**config.mk**
```make
export PLATFORM = sky130hd
export DESIGN_NAME = wt_dcache_rd_ctrl_flat
export DESIGN_NICKNAME = d
export VERILOG_FILES = /design/src/rtl/wt_dcache_rd_ctrl_pkg.sv /design/src/rtl/wt_dcache_rd_ctrl_if.sv /design/src/rtl/wt_dcache_rd_ctrl.sv /design/src/flat_wrapper.sv
export SDC_FILE = /design/constraint.sdc
export NUM_CORES = 1
export LEC_CHECK = 0
export CORE_AREA = 2 2 113 115
export DETAILED_ROUTE_END_ITERATION = 16
export DIE_AREA = 0 0 115 117
export HOLD_SLACK_MARGIN = 0.08
export MAX_ROUTING_LAYER = met4
export PLACE_DENSITY = 0.78
export SYNTH_ARGS = -nofsm -noshare
export SYNTH_HDL_FRONTEND = slang
export SYNTH_SLANG_ARGS = --single-unit
export TNS_END_PERCENT = 20
```
**constraint.sdc**
```tcl
create_clock -name clk_i -period 3.9 [get_ports clk_i]
set_input_delay 0.78 -clock clk_i [delete_from_list [all_inputs] [get_ports clk_i]]
set_output_delay 0.78 -clock clk_i [all_outputs]
set_load 0.05 [all_outputs]
```
**src/rtl/wt_dcache_rd_ctrl_pkg.sv**
```systemverilog
// Shared types and geometry for the write-through dcache read-port controller.
package wt_cache_pkg;

    localparam int CL_IDX_W         = 8;
    localparam int OFFSET_W         = 4;
    localparam int DCACHE_TAG_WIDTH = 20;
    localparam int SET_ASSOC        = 4;
    localparam int CACHE_ID_WIDTH   = 2;
    localparam int PADDR_W          = 64;
    localparam int PADDR_PAD        = PADDR_W - DCACHE_TAG_WIDTH - CL_IDX_W - OFFSET_W;

    typedef enum logic [2:0] {
        IDLE,
        READ,
        WAIT_TAG,
        MISS_REQ,
        MISS_WAIT,
        REPLAY_REQ,
        REPLAY_READ,
        KILL_MISS
    } rd_ctrl_state_e;

    typedef struct packed {
        logic                      nc;
        logic [2:0]                size;
        logic [PADDR_W-1:0]        paddr;
        logic [SET_ASSOC-1:0]      vld_bits;
        logic [CACHE_ID_WIDTH-1:0] id;
    } miss_req_t;

    // Physical address of a load, zero-extended to the full bus width.
    function automatic logic [PADDR_W-1:0] build_paddr(
        input logic [DCACHE_TAG_WIDTH-1:0] tag,
        input logic [CL_IDX_W-1:0]         idx,
        input logic [OFFSET_W-1:0]         off
    );
        return {{PADDR_PAD{1'b0}}, tag, idx, off};
    endfunction

endpackage

```
**src/rtl/wt_dcache_rd_ctrl_if.sv**
```systemverilog
// Memory read port plus miss-unit handshake seen by one read-port controller.
interface wt_dcache_rd_ctrl_if;
    import wt_cache_pkg::*;

    // memory read port
    logic                        rd_req;
    logic                        rd_ack;
    logic [CL_IDX_W-1:0]         rd_idx;
    logic [OFFSET_W-1:0]         rd_off;
    logic [DCACHE_TAG_WIDTH-1:0] rd_tag;
    logic                        rd_tag_only;
    logic                        rd_prio;
    logic [SET_ASSOC-1:0]        rd_vld_bits;
    logic [SET_ASSOC-1:0]        rd_hit_oh;
    logic [63:0]                 rd_data;
    logic                        wr_cl_vld;

    // miss unit
    logic                        miss_req;
    logic                        miss_ack;
    logic                        miss_nc;
    logic [2:0]                  miss_size;
    logic [PADDR_W-1:0]          miss_paddr;
    logic [SET_ASSOC-1:0]        miss_vld_bits;
    logic [CACHE_ID_WIDTH-1:0]   miss_id;
    logic                        miss_replay;
    logic                        miss_rtrn_vld;

    modport master (
        output rd_req, rd_idx, rd_off, rd_tag, rd_tag_only, rd_prio,
        input  rd_ack, rd_vld_bits, rd_hit_oh, rd_data, wr_cl_vld,
        output miss_req, miss_nc, miss_size, miss_paddr, miss_vld_bits, miss_id,
        input  miss_ack, miss_replay, miss_rtrn_vld
    );

    modport slave (
        input  rd_req, rd_idx, rd_off, rd_tag, rd_tag_only, rd_prio,
        output rd_ack, rd_vld_bits, rd_hit_oh, rd_data, wr_cl_vld,
        input  miss_req, miss_nc, miss_size, miss_paddr, miss_vld_bits, miss_id,
        output miss_ack, miss_replay, miss_rtrn_vld
    );

endinterface

```
**src/rtl/wt_dcache_rd_ctrl.sv**
```systemverilog
// Read-port initiator: one outstanding LSU load, hit check, miss request and replay.
module wt_dcache_rd_ctrl
    import wt_cache_pkg::*;
#(
    parameter logic [CACHE_ID_WIDTH-1:0] RdTxId = 1,
    parameter logic                      RdPrio = 1'b0
) (
    input  logic                        clk_i,
    input  logic                        rst_ni,
    // LSU side
    input  logic                        req_i,
    output logic                        gnt_o,
    input  logic [CL_IDX_W-1:0]         idx_i,
    input  logic [OFFSET_W-1:0]         off_i,
    input  logic [1:0]                  size_i,
    input  logic                        tag_valid_i,
    input  logic [DCACHE_TAG_WIDTH-1:0] tag_i,
    input  logic                        nc_i,
    input  logic                        kill_i,
    output logic                        rvalid_o,
    output logic [63:0]                 rdata_o,
    // memory and miss unit
    wt_dcache_rd_ctrl_if.master         mem_if
);

    rd_ctrl_state_e              state_q, state_d;
    logic [CL_IDX_W-1:0]         idx_q, idx_d;
    logic [OFFSET_W-1:0]         off_q, off_d;
    logic [1:0]                  size_q, size_d;
    logic [DCACHE_TAG_WIDTH-1:0] tag_q, tag_d;
    logic                        nc_q, nc_d;
    logic [SET_ASSOC-1:0]        vld_q, vld_d;

    logic                        rd_req;
    logic [CL_IDX_W-1:0]         rd_idx;
    logic [OFFSET_W-1:0]         rd_off;
    logic [DCACHE_TAG_WIDTH-1:0] rd_tag;
    logic                        miss_req;
    logic                        cur_nc;
    miss_req_t                   miss_info;

    // State and request/tag capture registers.
    always_ff @(posedge clk_i or negedge rst_ni) begin
        if (!rst_ni) begin
            state_q <= IDLE;
            idx_q   <= '0;
            off_q   <= '0;
            size_q  <= '0;
            tag_q   <= '0;
            nc_q    <= 1'b0;
            vld_q   <= '0;
        end else begin
            state_q <= state_d;
            idx_q   <= idx_d;
            off_q   <= off_d;
            size_q  <= size_d;
            tag_q   <= tag_d;
            nc_q    <= nc_d;
            vld_q   <= vld_d;
        end
    end

    // Next state and all handshake outputs.
    always_comb begin
        state_d  = state_q;
        idx_d    = idx_q;
        off_d    = off_q;
        size_d   = size_q;
        tag_d    = tag_q;
        nc_d     = nc_q;
        vld_d    = vld_q;
        gnt_o    = 1'b0;
        rvalid_o = 1'b0;
        rdata_o  = '0;
        rd_req   = 1'b0;
        rd_idx   = idx_q;
        rd_off   = off_q;
        rd_tag   = tag_q;
        miss_req = 1'b0;
        cur_nc   = nc_q;

        unique case (state_q)
            IDLE: begin
                rd_req = req_i;
                rd_idx = idx_i;
                rd_off = off_i;
                gnt_o  = req_i & mem_if.rd_ack;
                if (gnt_o) begin
                    idx_d   = idx_i;
                    off_d   = off_i;
                    size_d  = size_i;
                    state_d = READ;
                end
            end

            // First read uses the live tag; a replay uses the captured one.
            READ, REPLAY_READ: begin
                if (state_q == READ) begin
                    rd_tag = tag_i;
                    cur_nc = nc_i;
                    if (tag_valid_i) begin
                        tag_d = tag_i;
                        nc_d  = nc_i;
                    end
                end
                if (kill_i) begin
                    state_d = IDLE;
                end else if (state_q == READ && !tag_valid_i) begin
                    state_d = WAIT_TAG;
                end else if (mem_if.wr_cl_vld) begin
                    // readout collided with a line write and cannot be trusted
                    state_d = REPLAY_REQ;
                end else if (cur_nc || (mem_if.rd_hit_oh == '0)) begin
                    vld_d   = mem_if.rd_vld_bits;
                    state_d = MISS_REQ;
                end else begin
                    rvalid_o = 1'b1;
                    rdata_o  = mem_if.rd_data;
                    // a held request can be taken in the same cycle as the hit
                    rd_req   = req_i;
                    rd_idx   = idx_i;
                    rd_off   = off_i;
                    gnt_o    = req_i & mem_if.rd_ack;
                    if (gnt_o) begin
                        idx_d   = idx_i;
                        off_d   = off_i;
                        size_d  = size_i;
                        state_d = READ;
                    end else begin
                        state_d = IDLE;
                    end
                end
            end

            WAIT_TAG: begin
                if (kill_i) begin
                    state_d = IDLE;
                end else if (tag_valid_i) begin
                    tag_d   = tag_i;
                    nc_d    = nc_i;
                    state_d = REPLAY_REQ;
                end
            end

            REPLAY_REQ: begin
                if (kill_i) begin
                    state_d = IDLE;
                end else begin
                    rd_req = 1'b1;
                    if (mem_if.rd_ack) begin
                        state_d = REPLAY_READ;
                    end
                end
            end

            MISS_REQ: begin
                miss_req = 1'b1;
                if (mem_if.miss_ack) begin
                    // once accepted, a kill must still wait for the miss to drain
                    state_d = kill_i ? KILL_MISS : MISS_WAIT;
                end else if (kill_i) begin
                    state_d = IDLE;
                end
            end

            MISS_WAIT: begin
                if (mem_if.miss_replay) begin
                    state_d = kill_i ? IDLE : REPLAY_REQ;
                end else if (mem_if.miss_rtrn_vld) begin
                    if (kill_i) begin
                        state_d = IDLE;
                    end else if (nc_q) begin
                        rvalid_o = 1'b1;
                        rdata_o  = mem_if.rd_data;
                        state_d  = IDLE;
                    end else begin
                        state_d = REPLAY_REQ;
                    end
                end else if (kill_i) begin
                    state_d = KILL_MISS;
                end
            end

            KILL_MISS: begin
                if (mem_if.miss_rtrn_vld || mem_if.miss_replay) begin
                    state_d = IDLE;
                end
            end

            default: state_d = IDLE;
        endcase
    end

    assign miss_info = '{
        nc:       nc_q,
        size:     {1'b0, size_q},
        paddr:    build_paddr(tag_q, idx_q, off_q),
        vld_bits: vld_q,
        id:       RdTxId
    };

    assign mem_if.rd_req        = rd_req;
    assign mem_if.rd_idx        = rd_idx;
    assign mem_if.rd_off        = rd_off;
    assign mem_if.rd_tag        = rd_tag;
    assign mem_if.rd_tag_only   = 1'b0;
    assign mem_if.rd_prio       = RdPrio;
    assign mem_if.miss_req      = miss_req;
    assign mem_if.miss_nc       = miss_info.nc;
    assign mem_if.miss_size     = miss_info.size;
    assign mem_if.miss_paddr    = miss_info.paddr;
    assign mem_if.miss_vld_bits = miss_info.vld_bits;
    assign mem_if.miss_id       = miss_info.id;

endmodule
```
**src/flat_wrapper.sv**
```systemverilog
// flat-port wrapper written by rule: the top's interface ports become plain ports
module wt_dcache_rd_ctrl_flat import wt_cache_pkg::*;
#(
    parameter logic [CACHE_ID_WIDTH-1:0] RdTxId = 1,
    parameter logic                      RdPrio = 1'b0
)
  (clk_i, rst_ni, req_i, gnt_o, idx_i, off_i, size_i, tag_valid_i, tag_i, nc_i, kill_i, rvalid_o, rdata_o, mem_if_rd_req, mem_if_rd_idx, mem_if_rd_off, mem_if_rd_tag, mem_if_rd_tag_only, mem_if_rd_prio, mem_if_rd_ack, mem_if_rd_vld_bits, mem_if_rd_hit_oh, mem_if_rd_data, mem_if_wr_cl_vld, mem_if_miss_req, mem_if_miss_nc, mem_if_miss_size, mem_if_miss_paddr, mem_if_miss_vld_bits, mem_if_miss_id, mem_if_miss_ack, mem_if_miss_replay, mem_if_miss_rtrn_vld);
  wt_dcache_rd_ctrl_if mem_if_i ();
  input  logic clk_i;
  input  logic rst_ni;
  input  logic req_i;
  output logic gnt_o;
  input  logic [CL_IDX_W-1:0] idx_i;
  input  logic [OFFSET_W-1:0] off_i;
  input  logic [1:0] size_i;
  input  logic tag_valid_i;
  input  logic [DCACHE_TAG_WIDTH-1:0] tag_i;
  input  logic nc_i;
  input  logic kill_i;
  output logic rvalid_o;
  output logic [63:0] rdata_o;
  output wire logic [$bits(mem_if_i.rd_req)-1:0] mem_if_rd_req;
  output wire logic [$bits(mem_if_i.rd_idx)-1:0] mem_if_rd_idx;
  output wire logic [$bits(mem_if_i.rd_off)-1:0] mem_if_rd_off;
  output wire logic [$bits(mem_if_i.rd_tag)-1:0] mem_if_rd_tag;
  output wire logic [$bits(mem_if_i.rd_tag_only)-1:0] mem_if_rd_tag_only;
  output wire logic [$bits(mem_if_i.rd_prio)-1:0] mem_if_rd_prio;
  input wire logic [$bits(mem_if_i.rd_ack)-1:0] mem_if_rd_ack;
  input wire logic [$bits(mem_if_i.rd_vld_bits)-1:0] mem_if_rd_vld_bits;
  input wire logic [$bits(mem_if_i.rd_hit_oh)-1:0] mem_if_rd_hit_oh;
  input wire logic [$bits(mem_if_i.rd_data)-1:0] mem_if_rd_data;
  input wire logic [$bits(mem_if_i.wr_cl_vld)-1:0] mem_if_wr_cl_vld;
  output wire logic [$bits(mem_if_i.miss_req)-1:0] mem_if_miss_req;
  output wire logic [$bits(mem_if_i.miss_nc)-1:0] mem_if_miss_nc;
  output wire logic [$bits(mem_if_i.miss_size)-1:0] mem_if_miss_size;
  output wire logic [$bits(mem_if_i.miss_paddr)-1:0] mem_if_miss_paddr;
  output wire logic [$bits(mem_if_i.miss_vld_bits)-1:0] mem_if_miss_vld_bits;
  output wire logic [$bits(mem_if_i.miss_id)-1:0] mem_if_miss_id;
  input wire logic [$bits(mem_if_i.miss_ack)-1:0] mem_if_miss_ack;
  input wire logic [$bits(mem_if_i.miss_replay)-1:0] mem_if_miss_replay;
  input wire logic [$bits(mem_if_i.miss_rtrn_vld)-1:0] mem_if_miss_rtrn_vld;
  assign mem_if_rd_req = mem_if_i.rd_req;
  assign mem_if_rd_idx = mem_if_i.rd_idx;
  assign mem_if_rd_off = mem_if_i.rd_off;
  assign mem_if_rd_tag = mem_if_i.rd_tag;
  assign mem_if_rd_tag_only = mem_if_i.rd_tag_only;
  assign mem_if_rd_prio = mem_if_i.rd_prio;
  assign mem_if_i.rd_ack = mem_if_rd_ack;
  assign mem_if_i.rd_vld_bits = mem_if_rd_vld_bits;
  assign mem_if_i.rd_hit_oh = mem_if_rd_hit_oh;
  assign mem_if_i.rd_data = mem_if_rd_data;
  assign mem_if_i.wr_cl_vld = mem_if_wr_cl_vld;
  assign mem_if_miss_req = mem_if_i.miss_req;
  assign mem_if_miss_nc = mem_if_i.miss_nc;
  assign mem_if_miss_size = mem_if_i.miss_size;
  assign mem_if_miss_paddr = mem_if_i.miss_paddr;
  assign mem_if_miss_vld_bits = mem_if_i.miss_vld_bits;
  assign mem_if_miss_id = mem_if_i.miss_id;
  assign mem_if_i.miss_ack = mem_if_miss_ack;
  assign mem_if_i.miss_replay = mem_if_miss_replay;
  assign mem_if_i.miss_rtrn_vld = mem_if_miss_rtrn_vld;
  wt_dcache_rd_ctrl #(.RdTxId(RdTxId), .RdPrio(RdPrio)) u_core (.clk_i(clk_i), .rst_ni(rst_ni), .req_i(req_i), .gnt_o(gnt_o), .idx_i(idx_i), .off_i(off_i), .size_i(size_i), .tag_valid_i(tag_valid_i), .tag_i(tag_i), .nc_i(nc_i), .kill_i(kill_i), .rvalid_o(rvalid_o), .rdata_o(rdata_o), .mem_if(mem_if_i));
endmodule
```
## Word-level counts from Yosys, hierarchy flattened

Index checks and enable logic that the tools add are counted.

- Output and inout bits: 176
- Input bits: 117
- Flip-flop bits (word level): 42
- Logic and storage cells: 134

- Mux-type cells: 91
- Bitwise operators: 4
- Reduce and logical (&&, ||, !) cells: 13
- Equality and inequality tests: 19

Operators with widths:

| operator | count |
|---|---|
| 64-bit two-way mux | 8 |
| 64-bit case mux with 2 select lines | 1 |
| 20-bit two-way mux | 5 |
| 8-bit two-way mux | 9 |
| 3-bit two-way mux | 18 |
| 20-bit case mux with 2 select lines | 1 |
| 4-bit two-way mux | 9 |
| 8-bit case mux with 2 select lines | 2 |
| 1-bit two-way mux | 24 |
| 3-bit case mux with 7 select lines | 1 |
| 4-bit case mux with 2 select lines | 2 |
| 3-bit == test (second input constant) | 4 |
| 2-bit two-way mux | 6 |
| 2-bit inequality test (second input constant) | 5 |
| 5-bit AND reduction | 2 |
| 3-bit inequality test (second input constant) | 3 |
| 3-bit by 2-bit == test with 1-bit output (second input constant) | 2 |
| 2-bit by 1-bit inequality test with 1-bit output (second input constant) | 3 |
| 1-bit case mux with 2 select lines | 3 |
| 6-bit AND reduction | 1 |
| 4-bit zero test | 1 |
| 4-bit inequality test (second input constant) | 1 |
| 2-bit case mux with 2 select lines | 1 |
| 2-bit nonzero test | 2 |
| 10 further kinds | 13 |

## Logic depth before layout (Yosys ltp)

- Depth after elaboration: 9
- Mapped depth: 9
- Mapped depth without buffers: 5

## Worst setup path after synthesis

No wires, ideal clock.

- Path type: input -> output
- From: input tag_valid_i
- To: output rdata_o[54]
- Arrival: 2,630 ps
- Path buffers: 1
- Cell stages on the path: 6
- Setup slack: 490 ps
- Data required time: 3,120 ps
- Cells stage by stage: or4bb_1 -> a211oi_1 -> and2_4 -> a41o_1 -> buf_2 -> and2_1

- Word-level cells in the longest chain between the ends: 5

Ends and longest elaborated chain:

| what | line | RTL |
|---|---|---|
| from (decl) | flat_wrapper.sv:16 | `input logic tag_valid_i;` |
| 1-bit zero test | wt_dcache_rd_ctrl.sv:108 | `end else if (state_q == READ && !tag_valid_i) begin` |
| 1-bit logical AND | wt_dcache_rd_ctrl.sv:108 |  |
| 64-bit two-way mux | wt_dcache_rd_ctrl.sv:108 |  |
| 64-bit two-way mux | wt_dcache_rd_ctrl.sv:106 | `if (kill_i) begin` |
| 64-bit case mux with 2 select lines | wt_dcache_rd_ctrl.sv:82 | `unique case (state_q)` |
| to (decl) | flat_wrapper.sv:21 | `output logic [63:0] rdata_o;` |

No other way between the ends.

## Worst setup path in the final report

- From: input tag_valid_i
- To: output rdata_o[29]

Same word-level chain as after synthesis.

==> results.ini <==
[placement]
dpl.cell_count=690
dp_hpwl_um=10300
io_buffers=255
gp_congestion=0.904

[yosys]
ys_warn_count=0
synth_top_area_cell=dfrtp_1
syn_area_um2=3100
synthArstFlopShare_pct=100
ys_types=46
yosysTopAreaCellShare_pct=33.9
synthTopCellsByArea=dfrtp_1 34%, mux2_2 21%, and2_1 13%, buf_4 9.5%, mux2_4 4.4%
synth_common_cells=66 x and2_1, 59 x mux2_2, 42 x dfrtp_1, 39 x buf_4, 9 x mux2_4
ys.flop_type=dfrtp_1
synth_edf_count=0
synth-seq-cells=42
ys_seq_area_share_pct=33.9
synthesis.instances=295
synth.avg_cell_area_um2=10.5
synth_most_common_cell=and2_1

[worst_setup_path]
crit_slowest_cell=or4bb_1
critPathCapture=rdata_o[29]
cp_max_fo=19
crit-reg2reg-launch=u_core.state_q[1]$_DFFE_PN0P_
crit_path_max_incr_delay_ns=0.55
crit_start=tag_valid_i
worstPathArrival_ns=3.01
r2r_cells=7
cp-start-kind=input port
worstSetupEndpointType=output port
crit_path_cell_trace=clkdlybuf4s50_1, or4bb_1, a211oi_2, and2_4, a41o_4, buf_6, and2_1, buf_12
cp_data_required_time_ns=3.12
crit_type=input port to output port
reg2reg_setup_slack_ns=1.35
r2r_end=u_core.off_q[0]$_DFFE_PN0P_

[clocking]
cts_buffers=5
cts_tree=built
clock-sinks=42
cts-root-buf=clkbuf_16
clkTransAtPathRegs_ns=0.06
max-clock-path-buffers=2
htreeDepth=2
clk_latency_ns=0.29

[detailed_routing]
drt-total-wl_um=12900
drc=0
drt-pass1-iter-count=4
wl_per_cell_um=18.4
vias_per_cell=4.37
via_count=3062
drtAntennaViolNets=0
drtIter0Drc=180

[worst_hold_path]
hold_class=flop to flop
whs_path_depth=1
hold_start=u_core.size_q[0]$_DFFE_PN0P_

[floorplan]
fp.coreArea_um2=12300
ios=293
die_w_um=115
die_y_um=117
dieArea_um2=13500
rows=41
initial_core_util_pct=25.2

[global_route]
grt_pass1_vias=3103
antenna_found_initial=1
grt_pass1_wl_um=17800
grt-ovfl-total=0
grt_max_degree=47
track_usage_pct=17.9

[power]
power_density_nw_per_um2=768
p_leak_nw=2.76
irDropWorstVdd_v=0.000710

[final_layout]
regArea_um2=1050
area_growth_pct=111
fillers=1067
stdcell_count=700
fin_nets=665
multi_input_area_um2=1810
drive_above_1_share_pct=31.9

[timing]
clock_skew_ns=0.00937
period_needed_ns=3.79
rsz0062_at_grt=no
finalHoldViolations=0
fin_crit_sh_pct=97.1
final_max_slew_viol_count=0
finalSetupViolations=0
tns_ns=0
fmax_ghz=0.264
slew-limit-headroom_pct=36.1
worstMarginPinSlew_ns=0.959

[job]
maxCapViolCount=0

[status]
status=complete, no violations

-- metrics by stage --
step / instance area (µm²) / util [%] / hold WS [ns] / worst slack (ns) / total power (W)
after global routing: 6520 / 53.0 / 0.538 / 0.0241 / 0.00519
final: 6520 / 53.0 / 0.522 / 0.111 / 0.00501
after CTS: 6470 / 52.6 / 0.521 / 0.0154 / 0.00503
after global placement: 6320 / 51.3 / 0.492 / 0.0108 / 0.00452
after floorplan: 3230 / - / 0.484 / 0.490 / 0.00333
after detailed placement: 6320 / 51.3 / 0.507 / 0.00381 / 0.00457
-- cell usage in the layout, fill, tap and decap left out, drive strengths merged, types with 3 or more instances in the layout --
| cell type | count |
|---|---|
| mux2 | 73 |
| dfrtp | 42 |
| clkdlybuf4s50 | 175 |
| buf | 91 |
| nor2b | 5 |
| and2 | 67 |
| nand2 | 3 |
| a211oi | 3 |
| nor2 | 8 |
| o21ai | 4 |
| clkbuf | 8 |
| inv | 4 |
| conb | 37 |
-- layout make-up --
cell class / count / share of cell area (%)
Clock inverter: 1 / 0.134
Sequential cell: 42 / 16.1
Timing Repair Buffer: 267 / 50.8
Inverter: 3 / 0.173
Clock buffer: 7 / 2.19
Tap cell: 150 / 2.88
Antenna cell: 1 / 0.0384
Multi-Input combinational cell: 229 / 27.7
-- worst min path at each step --
stage | end | slack (ns)
6_report | u_core.size_q[0]$_DFFE_PN0P_ | 0.52
5_1_grt | u_core.mem_if.miss_vld_bits[3]$_DFFE_PN0P_ | 0.54
2_1_floorplan | u_core.idx_q[0]$_DFFE_PN0P_ | 0.48
4_1_cts | u_core.mem_if.miss_vld_bits[3]$_DFFE_PN0P_ | 0.52
3_3_place_gp | u_core.mem_if.miss_vld_bits[3]$_DFFE_PN0P_ | 0.49
3_5_place_dp | u_core.mem_if.miss_vld_bits[3]$_DFFE_PN0P_ | 0.51
-- timing repair --
action,in CTS,in global routing
setup buffers,0,0
endpoints found under the setup margin,2,64
gates resized for setup,1,4
cloned,0,1
hold buffers,0,0
-- per-layer routing --
metal	track usage, %	routed length (µm)	up-vias
met2	31.8	6690	171
met3	4.33	1050	12
met1	20.7	5000	1444
met4	3.61	161	0
li1	-	-	1435
met5	-	0	-
-- logic make-up (layout without fill, tap and decap cells) --
group                  count (synthesis)  count (layout)  synth area share (%)
AND/OR/NAND/NOR                       94              94                  18.7
multiplexers                          74              74                  28.0
buffers and inverters                 59             278                  12.6
flip-flops                            42              42                  33.9
AO/OA/AOI/OAI                         24              24                  6.55
other                                  2              38                 0.243
-- power breakdown --
group	switching, W	internal [W]
registers	0.000184	0.000652
logic	0.00232	0.00142
clock network	0.000176	0.000258
total	0.00268	0.00233
-- sequential cells by signal (all words and copies together) (netlist names) --
name	count
u_core.state_q	3
u_core.tag_q	20
u_core.mem_if.miss_vld_bits	4
u_core.mem_if.miss_nc	1
u_core.size_q	2
u_core.idx_q	8
u_core.off_q	4
-- worst max-delay path: cells and delay by family --
kind	cells	cell delay (ns)
buffers and inverters	3	0.82
AO/OA/AOI/OAI	2	0.42
AND/OR/NAND/NOR	3	0.98
Power figures use the tool's default switching activity.
